### config.mk
export PLATFORM = sky130hd
export DESIGN_NAME = chitchat_rx_monitor
export DESIGN_NICKNAME = d
export VERILOG_FILES = /design/src/rtl/chitchat_rx_monitor_defs.sv /design/src/rtl/sat_counter.sv /design/src/rtl/chitchat_rx_monitor.sv
export SDC_FILE = /design/constraint.sdc
export NUM_CORES = 1
export LEC_CHECK = 0
export BUFFER_PORTS_ARGS = -buffer_cell sky130_fd_sc_hd__buf_2
export CAP_MARGIN = 20
export CELL_PAD_IN_SITES_DETAIL_PLACEMENT = 1
export CELL_PAD_IN_SITES_GLOBAL_PLACEMENT = 1
export CORE_AREA = 2 2 162 164
export DETAILED_ROUTE_END_ITERATION = 7
export DIE_AREA = 0 0 164 166
export PLACE_DENSITY_LB_ADDON = 0.1
export SYNTH_ARGS = -nofsm -noshare
export SYNTH_HDL_FRONTEND = slang
export SYNTH_SLANG_ARGS = --single-unit
### constraint.sdc
create_clock -name clk -period 2.1 [get_ports clk]
set_input_delay 0.105 -clock clk [delete_from_list [all_inputs] [get_ports clk]]
set_output_delay 0.105 -clock clk [all_outputs]
set_load 0.05 [all_outputs]
### src/rtl/chitchat_rx_monitor_defs.sv
// rtl/chitchat_rx_monitor_defs.sv - shared state encodings and statistics width
package chitchat_rx_monitor_defs;

    localparam int CNT_WI = 16;

    typedef enum logic [1:0] {
        ST_DOWN   = 2'd0,
        ST_ACQ    = 2'd1,
        ST_LOCKED = 2'd2
    } state_t;

endpackage

### src/rtl/sat_counter.sv
// rtl/sat_counter.sv - saturating event counter with clear priority
module sat_counter #(
    parameter int WIDTH = 16
) (
    input  logic             clk,
    input  logic             rst,
    input  logic             inc,
    input  logic             clr,
    output logic [WIDTH-1:0] count
);

    always_ff @(posedge clk) begin
        if (rst || clr) begin
            count <= '0;
        end else if (inc && (count != '1)) begin
            count <= count + 1'b1;
        end
    end

endmodule

### src/rtl/chitchat_rx_monitor.sv
// rtl/chitchat_rx_monitor.sv - link-lock qualifier, data hold and statistics for the chitchat rx stream
module chitchat_rx_monitor
    import chitchat_rx_monitor_defs::*;
#(
    parameter int GAP_WI     = 16,
    parameter int TIMEOUT    = 1024,
    parameter int ACQ_FRAMES = 4,
    parameter int DROP_LIMIT = 2
) (
    input  logic              clk,
    input  logic              rst,
    input  logic              rx_valid,
    input  logic [31:0]       rx_data0,
    input  logic [31:0]       rx_data1,
    input  logic              ccrx_frame_drop,
    input  logic              clear,
    output logic [31:0]       hold_data0,
    output logic [31:0]       hold_data1,
    output logic              hold_valid,
    output logic              link_up,
    output logic              stale,
    output logic [1:0]        state,
    output logic [CNT_WI-1:0] good_cnt,
    output logic [CNT_WI-1:0] drop_cnt,
    output logic [CNT_WI-1:0] timeout_cnt,
    output logic [GAP_WI-1:0] gap_last,
    output logic [GAP_WI-1:0] gap_max
);

    localparam int ACQ_W = $clog2(ACQ_FRAMES + 1);
    localparam int RUN_W = $clog2(DROP_LIMIT + 1);
    localparam logic [ACQ_W-1:0]  ACQ_LAST = ACQ_W'(ACQ_FRAMES);
    localparam logic [RUN_W-1:0]  RUN_LAST = RUN_W'(DROP_LIMIT);
    localparam logic [ACQ_W-1:0]  ACQ_ONE  = ACQ_W'(1);
    localparam logic [GAP_WI-1:0] GAP_TRIP = GAP_WI'(TIMEOUT - 1);

    state_t            state_q, state_d;
    logic [ACQ_W-1:0]  acq_cnt, acq_cnt_d;
    logic [RUN_W-1:0]  drop_run, drop_run_d;
    logic [GAP_WI-1:0] gap_cnt;
    logic              gap_armed;
    logic              frame;
    logic              timeout_evt;
    logic              publish;
    logic              enter_down;

    // A valid frame coinciding with an upstream drop counts only as a drop.
    assign frame       = rx_valid & ~ccrx_frame_drop;
    assign timeout_evt = ~frame & (gap_cnt == GAP_TRIP);
    assign enter_down  = (state_d == ST_DOWN) && (state_q != ST_DOWN);
    assign state       = state_q;

    always_comb begin
        state_d    = state_q;
        acq_cnt_d  = acq_cnt;
        drop_run_d = drop_run;
        publish    = 1'b0;
        case (state_q)
            ST_DOWN: begin
                if (frame) begin
                    acq_cnt_d = ACQ_ONE;
                    if (ACQ_ONE == ACQ_LAST) begin
                        state_d    = ST_LOCKED;
                        drop_run_d = '0;
                        publish    = 1'b1;
                    end else begin
                        state_d = ST_ACQ;
                    end
                end
            end
            ST_ACQ: begin
                if (ccrx_frame_drop || timeout_evt) begin
                    state_d = ST_DOWN;
                end else if (frame) begin
                    acq_cnt_d = acq_cnt + 1'b1;
                    if (acq_cnt_d == ACQ_LAST) begin
                        state_d    = ST_LOCKED;
                        drop_run_d = '0;
                        publish    = 1'b1;
                    end
                end
            end
            ST_LOCKED: begin
                if (frame) begin
                    drop_run_d = '0;
                    publish    = 1'b1;
                end else begin
                    if (ccrx_frame_drop) begin
                        drop_run_d = drop_run + 1'b1;
                    end
                    if ((drop_run_d == RUN_LAST) || timeout_evt) begin
                        state_d = ST_DOWN;
                    end
                end
            end
            default: state_d = ST_DOWN;
        endcase
    end

    always_ff @(posedge clk) begin
        if (rst) begin
            state_q    <= ST_DOWN;
            acq_cnt    <= '0;
            drop_run   <= '0;
            hold_data0 <= '0;
            hold_data1 <= '0;
            hold_valid <= 1'b0;
            link_up    <= 1'b0;
            stale      <= 1'b1;
            gap_cnt    <= '0;
            gap_armed  <= 1'b0;
        end else begin
            state_q    <= state_d;
            acq_cnt    <= acq_cnt_d;
            drop_run   <= drop_run_d;
            hold_valid <= publish;
            link_up    <= (state_d == ST_LOCKED);
            if (publish) begin
                hold_data0 <= rx_data0;
                hold_data1 <= rx_data1;
                stale      <= 1'b0;
            end else if (enter_down) begin
                stale <= 1'b1;
            end
            if (frame) begin
                gap_cnt <= '0;
            end else if (gap_cnt != '1) begin
                gap_cnt <= gap_cnt + 1'b1;
            end
            if (enter_down || timeout_evt) begin
                gap_armed <= 1'b0;
            end else if (frame) begin
                gap_armed <= 1'b1;
            end
        end
    end

    // The first frame after DOWN or a timeout has no meaningful predecessor.
    always_ff @(posedge clk) begin
        if (rst || clear) begin
            gap_last <= '0;
            gap_max  <= '0;
        end else if (frame && gap_armed) begin
            gap_last <= gap_cnt;
            if (gap_cnt > gap_max) begin
                gap_max <= gap_cnt;
            end
        end
    end

    sat_counter #(.WIDTH(CNT_WI)) u_good_cnt (
        .clk   (clk),
        .rst   (rst),
        .inc   (frame),
        .clr   (clear),
        .count (good_cnt)
    );

    sat_counter #(.WIDTH(CNT_WI)) u_drop_cnt (
        .clk   (clk),
        .rst   (rst),
        .inc   (ccrx_frame_drop),
        .clr   (clear),
        .count (drop_cnt)
    );

    sat_counter #(.WIDTH(CNT_WI)) u_timeout_cnt (
        .clk   (clk),
        .rst   (rst),
        .inc   (timeout_evt && (state_q != ST_DOWN)),
        .clr   (clear),
        .count (timeout_cnt)
    );

endmodule

== Word-level counts from Yosys, hierarchy flattened ==
Cells that the tools add are included.
W data, S select, Z words.

* Add/sub/neg operators: 6
* Magnitude comparators: 1
* Equal/unequal tests: 14
* Multiplexer cells: 26
* Bitwise logic cells: 4
* Reductions and logical operators: 21

{| class="wikitable"
|+ Operators with widths
! operator !! number
|-
| $add A16 B1 Y16 const B || 4
|-
| $ne A16 B16 Y1 const B || 4
|-
| $mux W2 || 13
|-
| $eq A16 B10 Y1 const B || 1
|-
| $gt A16 B16 Y1 || 1
|-
| $mux W3 || 3
|-
| $ne A2 B2 Y1 const B || 4
|-
| $reduce_and A4 Y1 || 2
|-
| $reduce_bool A2 Y1 || 4
|-
| $eq A2 B2 Y1 const B || 3
|-
| $logic_and A1 B1 Y1 || 6
|-
| $mux W1 || 6
|-
| $pmux W2 S3 || 1
|-
| $pmux W3 S2 || 1
|-
| $logic_not A2 Y1 || 2
|-
| $logic_or A1 B1 Y1 || 4
|-
| $pmux W2 S2 || 1
|-
| $reduce_or A2 Y1 || 2
|-
| $add A3 B1 Y3 const B || 1
|-
| $eq A3 B3 Y1 const B || 1
|-
| $add A2 B1 Y2 const B || 1
|-
| $and A1 B1 Y1 || 2
|-
| $eq A2 B1 Y1 const B || 1
|-
| $not A1 Y1 || 2
|-
| other kinds (2) || 2
|}

* Flip-flop bits (word level): 171
* Bits of input ports: 69
* Output and inout bits: 149
* Logic and storage cells: 87

== Logic depth before layout (Yosys ltp) ==
Gate-level depths: netlist of the first run.

* Depth after elaboration: 13
* Mapped depth: 9

== Modules after synthesis ==
A second synthesis of the first run with hierarchy kept.

* Cells, all modules: 936
* Area, all modules: 7,825.0 um^2

{| class="wikitable"
|+ By module, submodules not included
! module !! instances !! cells an instance !! area an instance (um^2) !! sequential area each (um^2)
|-
| chitchat_rx_monitor || 1 || 651 || 5,283.8 || 2,462.4
|-
| sat_counter || 3 || 95 || 847.1 || 320.3
|}

== Least setup slack after synthesis of the first run ==
OpenSTA, ideal clock, no wires.

* Kind: register -> register
* Start point: register gap_max[12]
* End point: register gap_max[10]
* Arrival: 2.566 ns
* Slack: -0.538 ns
* Cell stages (with the launch flop): 10
* Period minus slack after synthesis: 2.638 ns
* Path through: dfxtp_1 > inv_1 > ha_1 > nand3_1 > or3_1 > nor3_1 > a211o_1 > clkbuf_1 > buf_2 > mux2i_1

* Word-level cells in the longest chain between the ends: 2

{| class="wikitable"
|+ Ends and longest elaborated chain
! what !! RTL line !! RTL
|-
| from (decl) || chitchat_rx_monitor.sv:27 || <nowiki>output logic [GAP_WI-1:0] gap_max</nowiki>
|-
| from (signal assigned) || chitchat_rx_monitor.sv:146 || <nowiki>gap_max <= gap_cnt;</nowiki>
|-
| $gt A16 B16 Y1 || chitchat_rx_monitor.sv:145 || <nowiki>if (gap_cnt > gap_max) begin</nowiki>
|-
| $reduce_and A2 Y1 (no line) || - ||
|}

No other way between the ends.
A chain may end at the register's enable or synchronous reset.

== Final worst setup path of the first run ==
* Start point: register gap_cnt[11]
* End point: register u_timeout_cnt.count[14]

* Word-level cells in the longest chain between the ends: 4

{| class="wikitable"
|+ Ends and longest elaborated chain
! what !! RTL line !! RTL
|-
| from (decl) || chitchat_rx_monitor.sv:40 || <nowiki>logic [GAP_WI-1:0] gap_cnt;</nowiki>
|-
| from (signal assigned) || chitchat_rx_monitor.sv:128 || <nowiki>gap_cnt <= gap_cnt + 1'b1;</nowiki>
|-
| $eq A16 B10 Y1 || chitchat_rx_monitor.sv:49 || <nowiki>assign timeout_evt = ~frame & (gap_cnt == GAP_TRIP);</nowiki>
|-
| $and A1 B1 Y1 || chitchat_rx_monitor.sv:49 ||
|-
| $logic_and A1 B1 Y1 || chitchat_rx_monitor.sv:170 || <nowiki>.inc (timeout_evt && (state_q != ST_DOWN)),</nowiki>
|-
| $logic_and A1 B1 Y1 || sat_counter.sv:15 || <nowiki>end else if (inc && (count != '1)) begin</nowiki>
|-
| to (signal assigned) || sat_counter.sv:16 || <nowiki>count <= count + 1'b1;</nowiki>
|-
| to (decl) || sat_counter.sv:9 || <nowiki>output logic [WIDTH-1:0] count</nowiki>
|}

No other way between the ends.

==> impl_metrics.yaml, run 1 <==
critical_path:
  worstPathRequired_ps: 2460
  critical_path_class: "flop to flop"
  crit_arrival_ps: 2410
  crit_fanout: 6
  regToRegSetupSlack_ps: 40
  worstSetupStartpointType: "flop"
  cp-end-kind: "flop"
synth:
  avgSynthCellArea_um2: 8.17
  synth_top_area_cell: "dfxtp_1"
  synth-simple-area-share_pct: 24.3
  synth_xor_area_share_pct: 3.95
  synth_edf_count: 0
  synth_top_area_share_pct: 45.4
  ys_async_sr_fraction_pct: 0
  syn-instance-count: 924
  yosys.area_share.adder_pct: 4.31
  synth_flop_cell: "dfxtp_1"
  post-synth-top-count-cell: "nand2_1"
  synthesis.area_um2: 7550
  yosys-top-cells-count: "nand2_1, dfxtp_1, a21oi_1"
  synth_top_family_by_area: "simple AND/OR/NAND/NOR gates"
  synthesis.nets: 1019
  yosys-top-cells-area: "dfxtp_1, nand2_1, a21oi_1, ha_1, nor2_1"
  synth_mux_area_share_pct: 2.67
  synth-compound-area-share_pct: 15.1
  ys_warn_count: 0
  ys_seq_elements: 171
  synth-seq-area-share_pct: 45.4
  synth_cell_types: 57
hold_path:
  hp-class: "primary input to flop"
place:
  gp_congestion: 0.735
  port_buffers: 217
  dpl.hpwl_mm: 17.8
  place_ws_ps: 10.7
cts:
  path_clk_slew_ps: 70
  cts.sinks: 171
  clk_path_buf_depth: 2
  cts_tree: "built"
  clk_latency_ps: 430
  cts-buffers-inserted: 17
  h-tree-depth: 4
  ctsRootBufferMaster: "clkbuf_16"
sta:
  hold_viol: 0
  setup_slack_ps: 44.7
  tightest_slew_ps: 632
  drv_slew: 0
  max_freq_ghz: 0.487
  relSlewSlack_pct: 57.9
  period_minus_slack_ps: 2060
  tns_ps: 0
  fin_skew_ps: 13.6
  final.period_utilization_pct: 97.9
  setup_viol: 0
pwr:
  pwr_density_cell_nw_per_um2: 624
  sw_frac_of_total_pct: 26.0
  vdd_drop_max_uv: 417
  p_sw_w: 0.00176
  p_comb_share_pct: 5.8
  internal-power_w: 0.00501
  p_clk_share_pct: 46.3
  leakagePower_nw: 4.53
  power_frac_seq_pct: 47.9
final_layout:
  drive_gt1_share_pct: 31.8
  area.growth.synth_to_final_pct: 43.8
  n_antenna_cell: 0
  fin_util_pct: 42.4
  num-nets-final: 1328
  n_fill_cell: 3106
  multi_input_area_um2: 3990
  seq_area_um2: 3510
drt:
  antenna_left: 0
  wl_per_cell_um: 16.0
  dr.pass1.iters: 4
  post-route-drc-count: 0
  drt_iter0_drc: 235
  num_vias: 7549
  finalWirelength_mm: 25.4
  vias_per_cell: 4.77
floorplanning:
  die-area_um2: 27200
  die_h_um: 166
  core_um2: 25600
  io_pins: 218
  initial_core_util_pct: 29.5
  row_count: 59
  fp.dieW_um: 164
grt:
  grt_max_degree: 58
  grt_pass1_wl_mm: 40.4
  grt_use_total_pct: 18.4
  grt_pass1_vias: 7712
  grt_overflow: 0
  antenna_found_initial: 0
run:
  drv_cap: 0
status:
  status: "completed"
[placed cells by master (no fill, tap or decap), types with 7 or more instances in the layout]
cell / count
nand2_1: 223
buf_2: 217
dfxtp_1: 131
a21oi_1: 102
nor2_1: 66
dlygate4sd3_1: 65
buf_4: 57
dfxtp_2: 26
inv_1: 24
xor2_1: 19
mux2i_1: 19
ha_1: 18
clkbuf_16: 18
nand4_1: 17
nand3_1: 17
xnor2_1: 15
dfxtp_4: 14
o21ai_0: 13
and3_1: 13
o211ai_1: 10
nor3_1: 9
a31oi_1: 9
o2111ai_1: 7
or3_1: 7
[stage by stage]
step	total power, W	instances	cell area [um^2]	hold slack, ps
global placement	0.00361	1479	9410	346
detailed placement	0.00361	1479	9410	352
floorplan	0.00346	924	7680	203
global route	0.00705	1581	10900	151
CTS	0.00688	1576	10600	134
finish	0.00677	1581	10900	157
[cells by family after synthesis]
family,after synthesis
DFF,171
buffers and inverters,82
adders and majority gates,26
and+or+nand+nor,404
AOI/OAI and AO/OA,187
xor gates and xnor gates,34
muxes,20
[repair_timing]
| action | CTS | global route |
|---|---|---|
| buffers inserted | 0 | 3 |
| hold buffers | 65 | 0 |
| resized for setup | 2 | 34 |
| gates cloned | 0 | 2 |
| pin swaps | 0 | 8 |
| hold endpoints to repair | 65 | 0 |
| endpoints found under the setup margin | 1 | 27 |
[layer usage]
metal  GRT usage, %  vias to the layer above  wire length [um]
met2           30.8                      157             11900
met5              0                        -                 0
met1           23.4                     3570             11700
met3           5.97                       11              1610
li1               -                     3811                 -
met4           3.20                        0               158
[power groups by stage]
stage | combinational [W] | clock [W] | sequential (W)
detailed placement | 0.000291 | 0 | 0.00332
CTS | 0.000386 | 0.00325 | 0.00324
floorplan | 0.000128 | 0 | 0.00334
finish | 0.000394 | 0.00314 | 0.00324
global placement | 0.000289 | 0 | 0.00332
global route | 0.000432 | 0.00338 | 0.00324
[worst max-delay path: stages (launching register included)]
cell and delay [ps]:
dfxtp_4 370, nor4_4 290, nand3_2 180, or4_4 490, or4_4 530, a21oi_2 140
[flip-flops by register name (all words and copies together) (netlist names), 2 cells and up]
register             flops
acq_cnt                  3
drop_run                 2
gap_cnt                 16
gap_last                16
gap_max                 16
hold_data0              32
hold_data1              32
state                    2
u_drop_cnt.count        16
u_good_cnt.count        16
u_timeout_cnt.count     16
[path summary, 6_finish.rpt]
path,depth (start not counted),start,endpoint
worst max-delay path,5,gap_cnt[11],u_timeout_cnt.count[14]
worst min register to register,2,hold_data0[3],hold_data0[3]
worst min-delay path,4,ccrx_frame_drop,drop_run[0]
worst max register to register,5,gap_cnt[11],u_timeout_cnt.count[14]
[layout make-up]
cell class	count	share of cell area, %
Clock buffer	17	3.92
Clock inverter	15	1.33
Inverter	27	0.934
Multi-Input combinational cell	672	36.8
Sequential cell	171	32.3
Tap cell	335	3.86
Timing Repair Buffer	344	20.8
Power figures use the tool's default switching activity.
==> run 2: changes to the inputs <==
CTS_BUF_LIST = sky130_fd_sc_hd__clkbuf_8   (was unset)
==> run 2 against run 1 <==
Net effect:
- clock-buffer cell count did not move
- via count rose by 0.32%
- cell count rose by 0.13%
- non-clock buffer count rose by 2
- first-iteration DRC count rose by 3.4%
- die area did not move
- critical path type unchanged
- critical endpoint is now gap_max[9]
- largest cell class unchanged
- largest power group unchanged
- highest routed layer unchanged
==> impl_metrics.yaml, run 2 (same netlist as run 1, synthesis figures left out) <==
cts:
  cts_tree: "built"
  cts-buffers-inserted: 17
  clk_latency_ps: 470
  path_clk_slew_ps: 110
  cts.sinks: 171
  h-tree-depth: 4
  clk_path_buf_depth: 2
  ctsRootBufferMaster: "clkbuf_8"
final_layout:
  final_common_cell: "nand2_1"
  layout_common_cells: "nand2_1, buf_2, dfxtp_1"
  n_antenna_cell: 0
  final_cell_count_no_fill: 1583
  reg_top3: "hold_data0: 32 flops, hold_data1: 32 flops"
  area.growth.synth_to_final_pct: 42.0
  multi_input_area_um2: 4030
  seq_area_um2: 3510
  n_fill_cell: 3111
  design_area_um2: 10700
  drive_gt1_share_pct: 32.4
  num-nets-final: 1330
pwr:
  sw_frac_of_total_pct: 27.7
  power_frac_seq_pct: 54.3
  vdd_drop_max_uv: 268
  p_comb_share_pct: 6.7
  leakagePower_nw: 4.47
  internal-power_w: 0.00431
  p_sw_w: 0.00165
  pwr_density_cell_nw_per_um2: 557
  p_clk_share_pct: 39.0
critical_path:
  worstSetupStartpointType: "flop"
  ff2ff_path_depth: 8
  rr_startpoint: "gap_max[13]"
  critical_path_class: "flop to flop"
  critPathLaunch: "gap_max[13]"
  worstPathRequired_ps: 2460
  crit_end: "gap_max[9]"
  cp-end-kind: "flop"
  regToRegSetupSlack_ps: 20
  crit_fanout: 5
  r2r-end: "gap_max[9]"
  crit_arrival_ps: 2440
drt:
  wl_per_cell_um: 16.0
  post-route-drc-count: 0
  antenna_left: 0
  finalWirelength_mm: 25.4
  drt_iter0_drc: 243
  num_vias: 7573
  vias_per_cell: 4.78
  dr.pass1.iters: 4
floorplanning:
  core_um2: 25600
  die-area_um2: 27200
  fp.dieW_um: 164
  row_count: 59
  initial_core_util_pct: 29.5
  die_h_um: 166
  io_pins: 218
sta:
  hold_viol: 0
  rsz0062_at_grt: "true"
  relSlewSlack_pct: 58.4
  setup_viol: 0
  period_minus_slack_ps: 2080
  fin_skew_ps: 20.2
  drv_slew: 0
  final.period_utilization_pct: 98.9
  max_freq_ghz: 0.482
  tightest_slew_ps: 624
place:
  dp.cells: 1479
  dpl.hpwl_mm: 17.8
  port_buffers: 217
  placed_cell_area_um2: 9410
  gp_congestion: 0.735
grt:
  grt_use_total_pct: 18.2
  grt_pass1_wl_mm: 40.1
  antenna_found_initial: 0
  grt_pass1_vias: 7659
  grt_overflow: 0
  grt_max_degree: 58
hold_path:
  hp-class: "primary input to flop"
run:
  drv_cap: 0
status:
  status: "completed"
==> run 2: cell count changes in the layout (fill, tap and decap cells not counted), sizes merged <==
cell / change
buf: +2
==> run 2: area by class of cell <==
cell class	count	share of cell area, %
Multi-Input combinational cell	672	37.6
Sequential cell	171	32.8
Timing Repair Buffer	346	21.2
Tap cell	335	3.91
Clock buffer	17	2.18
Clock inverter	15	1.34
Inverter	27	0.946
==> run 2: critical path, stage by stage (launching register included) <==
cell and delay [ps]:
dfxtp_4 360, inv_2 40, ha_4 260, nand3_1 90
or3_4 410, o2bb2ai_4 130, a211o_4 380, clkbuf_16 170
mux2i_1 110
==> run 2: metal layers <==
layer | up-vias | wire, um | GRT usage (%)
met1 | 3585 | 11700 | 23.3
met2 | 165 | 11900 | 30.4
met4 | 0 | 199 | 3.89
li1 | 3810 | - | -
met3 | 13 | 1620 | 5.44
met5 | - | 0 | 0
==> run 2: what timing repair did <==
item	4_1_cts	5_1_grt
setup buffers	0	5
endpoints found under the hold margin	65	0
endpoints found under the setup margin	2	30
gates cloned	0	2
resized for setup	1	42
hold buffers	65	0
pin swaps	0	12
==> run 2: through the flow <==
step	setup WS [ps]	util [%]	hold WS [ps]	setup TNS (ps)	total power, W
3_3_place_gp	36.7	36.7	346	0	0.00361
4_1_cts	9.39	40.8	80.8	0	0.00607
3_5_place_dp	10.7	36.7	352	0	0.00361
2_1_floorplan	-26.0	-	203	-56.3	0.00346
6_report	23.7	41.8	112	0	0.00596
5_1_grt	-58.9	41.8	106	-531	0.00624
==> run 2: worst min path at each step <==
stage | startpoint | end | slack [ps] | cells past startpoint
floorplan | rst | state[1] | 200 | 1
global placement | rx_data1[18] | hold_data1[18] | 350 | 3
detailed placement | rx_data0[30] | hold_data0[30] | 350 | 3
CTS | ccrx_frame_drop | drop_run[0] | 80 | 4
global route | rst | acq_cnt[1] | 110 | 3
finish | ccrx_frame_drop | drop_run[0] | 110 | 4
==> run 2: power groups by stage <==
stage          sequential, W  clock, W  combinational, W
2_1_floorplan        0.00334         0          0.000128
3_3_place_gp         0.00332         0          0.000289
3_5_place_dp         0.00332         0          0.000291
4_1_cts              0.00325   0.00244          0.000386
5_1_grt              0.00324   0.00256          0.000436
6_report             0.00324   0.00233          0.000397
==> run 3: changes to the inputs <==
SETUP_SLACK_MARGIN = 0.5   (was unset)
==> run 3 against run 2 <==
Net effect:
- routed wire length increased by 17%
- largest power group unchanged
- cell count increased by 3.6%
- clock power increased by 3%
- sequential cell count unchanged
- core utilization increased by 9.3 points
- clock-buffer cell count unchanged
- global-route usage increased by 0.99 points
- largest cell class unchanged
==> impl_metrics.yaml, run 3 (same netlist as run 1, synthesis figures left out) <==
status:
  status: "completed"
critical_path:
  rr_startpoint: "gap_cnt[12]"
  worstPathRequired_ps: 2490
  crit_buf_inv: 0
  crit_fanout: 5
  critical_path_class: "flop to flop"
  crit_arrival_ps: 2400
  cp-end-kind: "flop"
  critPathMaxStageDelay_ps: 510
  path_delay_family: "simple AND/OR/NAND/NOR gates"
  worstSetupStartpointType: "flop"
  r2r-end: "u_timeout_cnt.count[14]"
  crit_chain: "nor4_4 > nand3_2 > or4_4 > or4_1 > a21oi_1"
  regToRegSetupSlack_ps: 90
  critPathSlowestCell: "or4_1"
  ff2ff_path_depth: 5
floorplanning:
  die-area_um2: 27200
  initial_core_util_pct: 29.5
  core_um2: 25600
  fp.dieW_um: 164
  row_count: 59
  io_pins: 218
  die_h_um: 166
place:
  port_buffers: 217
  place_ws_ps: 31.2
  gp_congestion: 0.769
  placed_cell_area_um2: 9690
  dpl.hpwl_mm: 17.5
drt:
  dr.pass1.iters: 6
  num_vias: 8065
  drt_iter0_drc: 323
  finalWirelength_mm: 29.6
  post-route-drc-count: 0
  wl_per_cell_um: 18.0
  antenna_left: 0
  vias_per_cell: 4.92
grt:
  grtUsageMet3_pct: 6.02
  grt_use_met1_pct: 24.0
  gr-max-usage-layer: "met2"
  grt_overflow: 0
  grt_pass1_vias: 7958
  grt_max_degree: 74
  antenna_found_initial: 0
  grt_pass1_wl_mm: 42.0
  grt_use_total_pct: 19.2
  gr-usage-met2_pct: 32.6
sta:
  hold_viol: 0
  rsz0062_at_grt: "true"
  drv_slew: 0
  tns_ps: 0
  setup_viol: 0
  max_freq_ghz: 0.497
  setup_slack_ps: 86.4
  tightest_slew_ps: 1290
  period_minus_slack_ps: 2010
  relSlewSlack_pct: 13.8
  final.period_utilization_pct: 95.9
  fin_skew_ps: 21.8
final_layout:
  area.growth.synth_to_final_pct: 73.6
  final_common_cell: "buf_2"
  num-nets-final: 1387
  reg_top3: "hold_data0: 32 flops, hold_data1: 32 flops"
  design_area_um2: 13100
  n_fill_cell: 2876
  drive_gt1_share_pct: 54.6
  layout_common_cells: "buf_2, nand2_1, dfxtp_1"
  n_antenna_cell: 0
pwr:
  leakagePower_nw: 5.55
  sw_frac_of_total_pct: 27.8
  p_sw_w: 0.00170
  pwr_density_cell_nw_per_um2: 469
  vdd_drop_max_uv: 368
  p_comb_share_pct: 8.4
  internal-power_w: 0.00443
  power_frac_seq_pct: 52.4
  p_clk_share_pct: 39.2
hold_path:
  hp-class: "primary input to flop"
  hold_start: "rst"
  hold_depth: 3
  holdPathEnd: "u_timeout_cnt.count[11]"
cts:
  clk_latency_ps: 470
  cts-buffers-inserted: 17
  cts.sinks: 171
  cts_tree: "built"
  clk_path_buf_depth: 2
  path_clk_slew_ps: 90
  h-tree-depth: 4
  ctsRootBufferMaster: "clkbuf_8"
run:
  drv_cap: 0
run 3: per-layer routing:
metal / routed length (um) / up-vias
met3: 1680 / 23
met1: 12400 / 3929
met2: 15100 / 175
met5: 0 / -
li1: - / 3938
met4: 381 / 0
run 3: power groups by stage:
stage	logic (W)	clock network (W)	registers, W
after global placement	0.000292	0	0.00329
after global routing	0.000555	0.00266	0.00322
final	0.000517	0.00240	0.00322
after floorplan	0.000134	0	0.00331
after CTS	0.000440	0.00252	0.00322
after detailed placement	0.000295	0	0.00329
run 3: cell type report:
class	count	area [um^2]	area share, %
Tap cell	335	419	3.20
Clock inverter	15	153	1.17
Timing Repair Buffer	404	3200	24.4
Clock buffer	17	234	1.79
Multi-Input combinational cell	671	5370	41.0
Sequential cell	171	3610	27.6
Inverter	27	106	0.812
run 3: metrics by stage:
stage / hold WS [ps] / power (W) / util, % / instances
2_1_floorplan: 189 / 0.00344 / - / 924
3_3_place_gp: 345 / 0.00359 / 37.8 / 1475
3_5_place_dp: 353 / 0.00359 / 37.8 / 1475
4_1_cts: 3.31 / 0.00618 / 45.1 / 1601
5_1_grt: 40.4 / 0.00644 / 51.1 / 1640
6_report: 55.5 / 0.00614 / 51.1 / 1640
run 3: worst max path at each step:
| stage | start | to | slack [ps] | cells after the start |
|---|---|---|---|---|
| after global placement | gap_cnt[11] | u_timeout_cnt.count[14] | 10 | 5 |
| after CTS | gap_cnt[12] | u_timeout_cnt.count[14] | 70 | 5 |
| after global routing | gap_cnt[12] | u_timeout_cnt.count[14] | -20 | 5 |
| after detailed placement | gap_cnt[11] | u_timeout_cnt.count[14] | 30 | 5 |
| final | gap_cnt[12] | u_timeout_cnt.count[14] | 90 | 5 |
| after floorplan | gap_cnt[12] | u_timeout_cnt.count[14] | -10 | 7 |
run 3: repair_timing:
action / 4_1_cts / 5_1_grt
resized for setup: 129 / 266
endpoints found under the setup margin: 130 / 146
endpoints found under the hold margin: 66 / 0
hold buffers: 66 / 0
pin swaps: 55 / 142
gates cloned: 6 / 12
buffers inserted: 22 / 27
run 3: worst register-to-register path: stages (launching register included):
cell and delay (ps):
dfxtp_2 360, nor4_4 310, nand3_2 160, or4_4 460, or4_1 510, a21oi_1 140
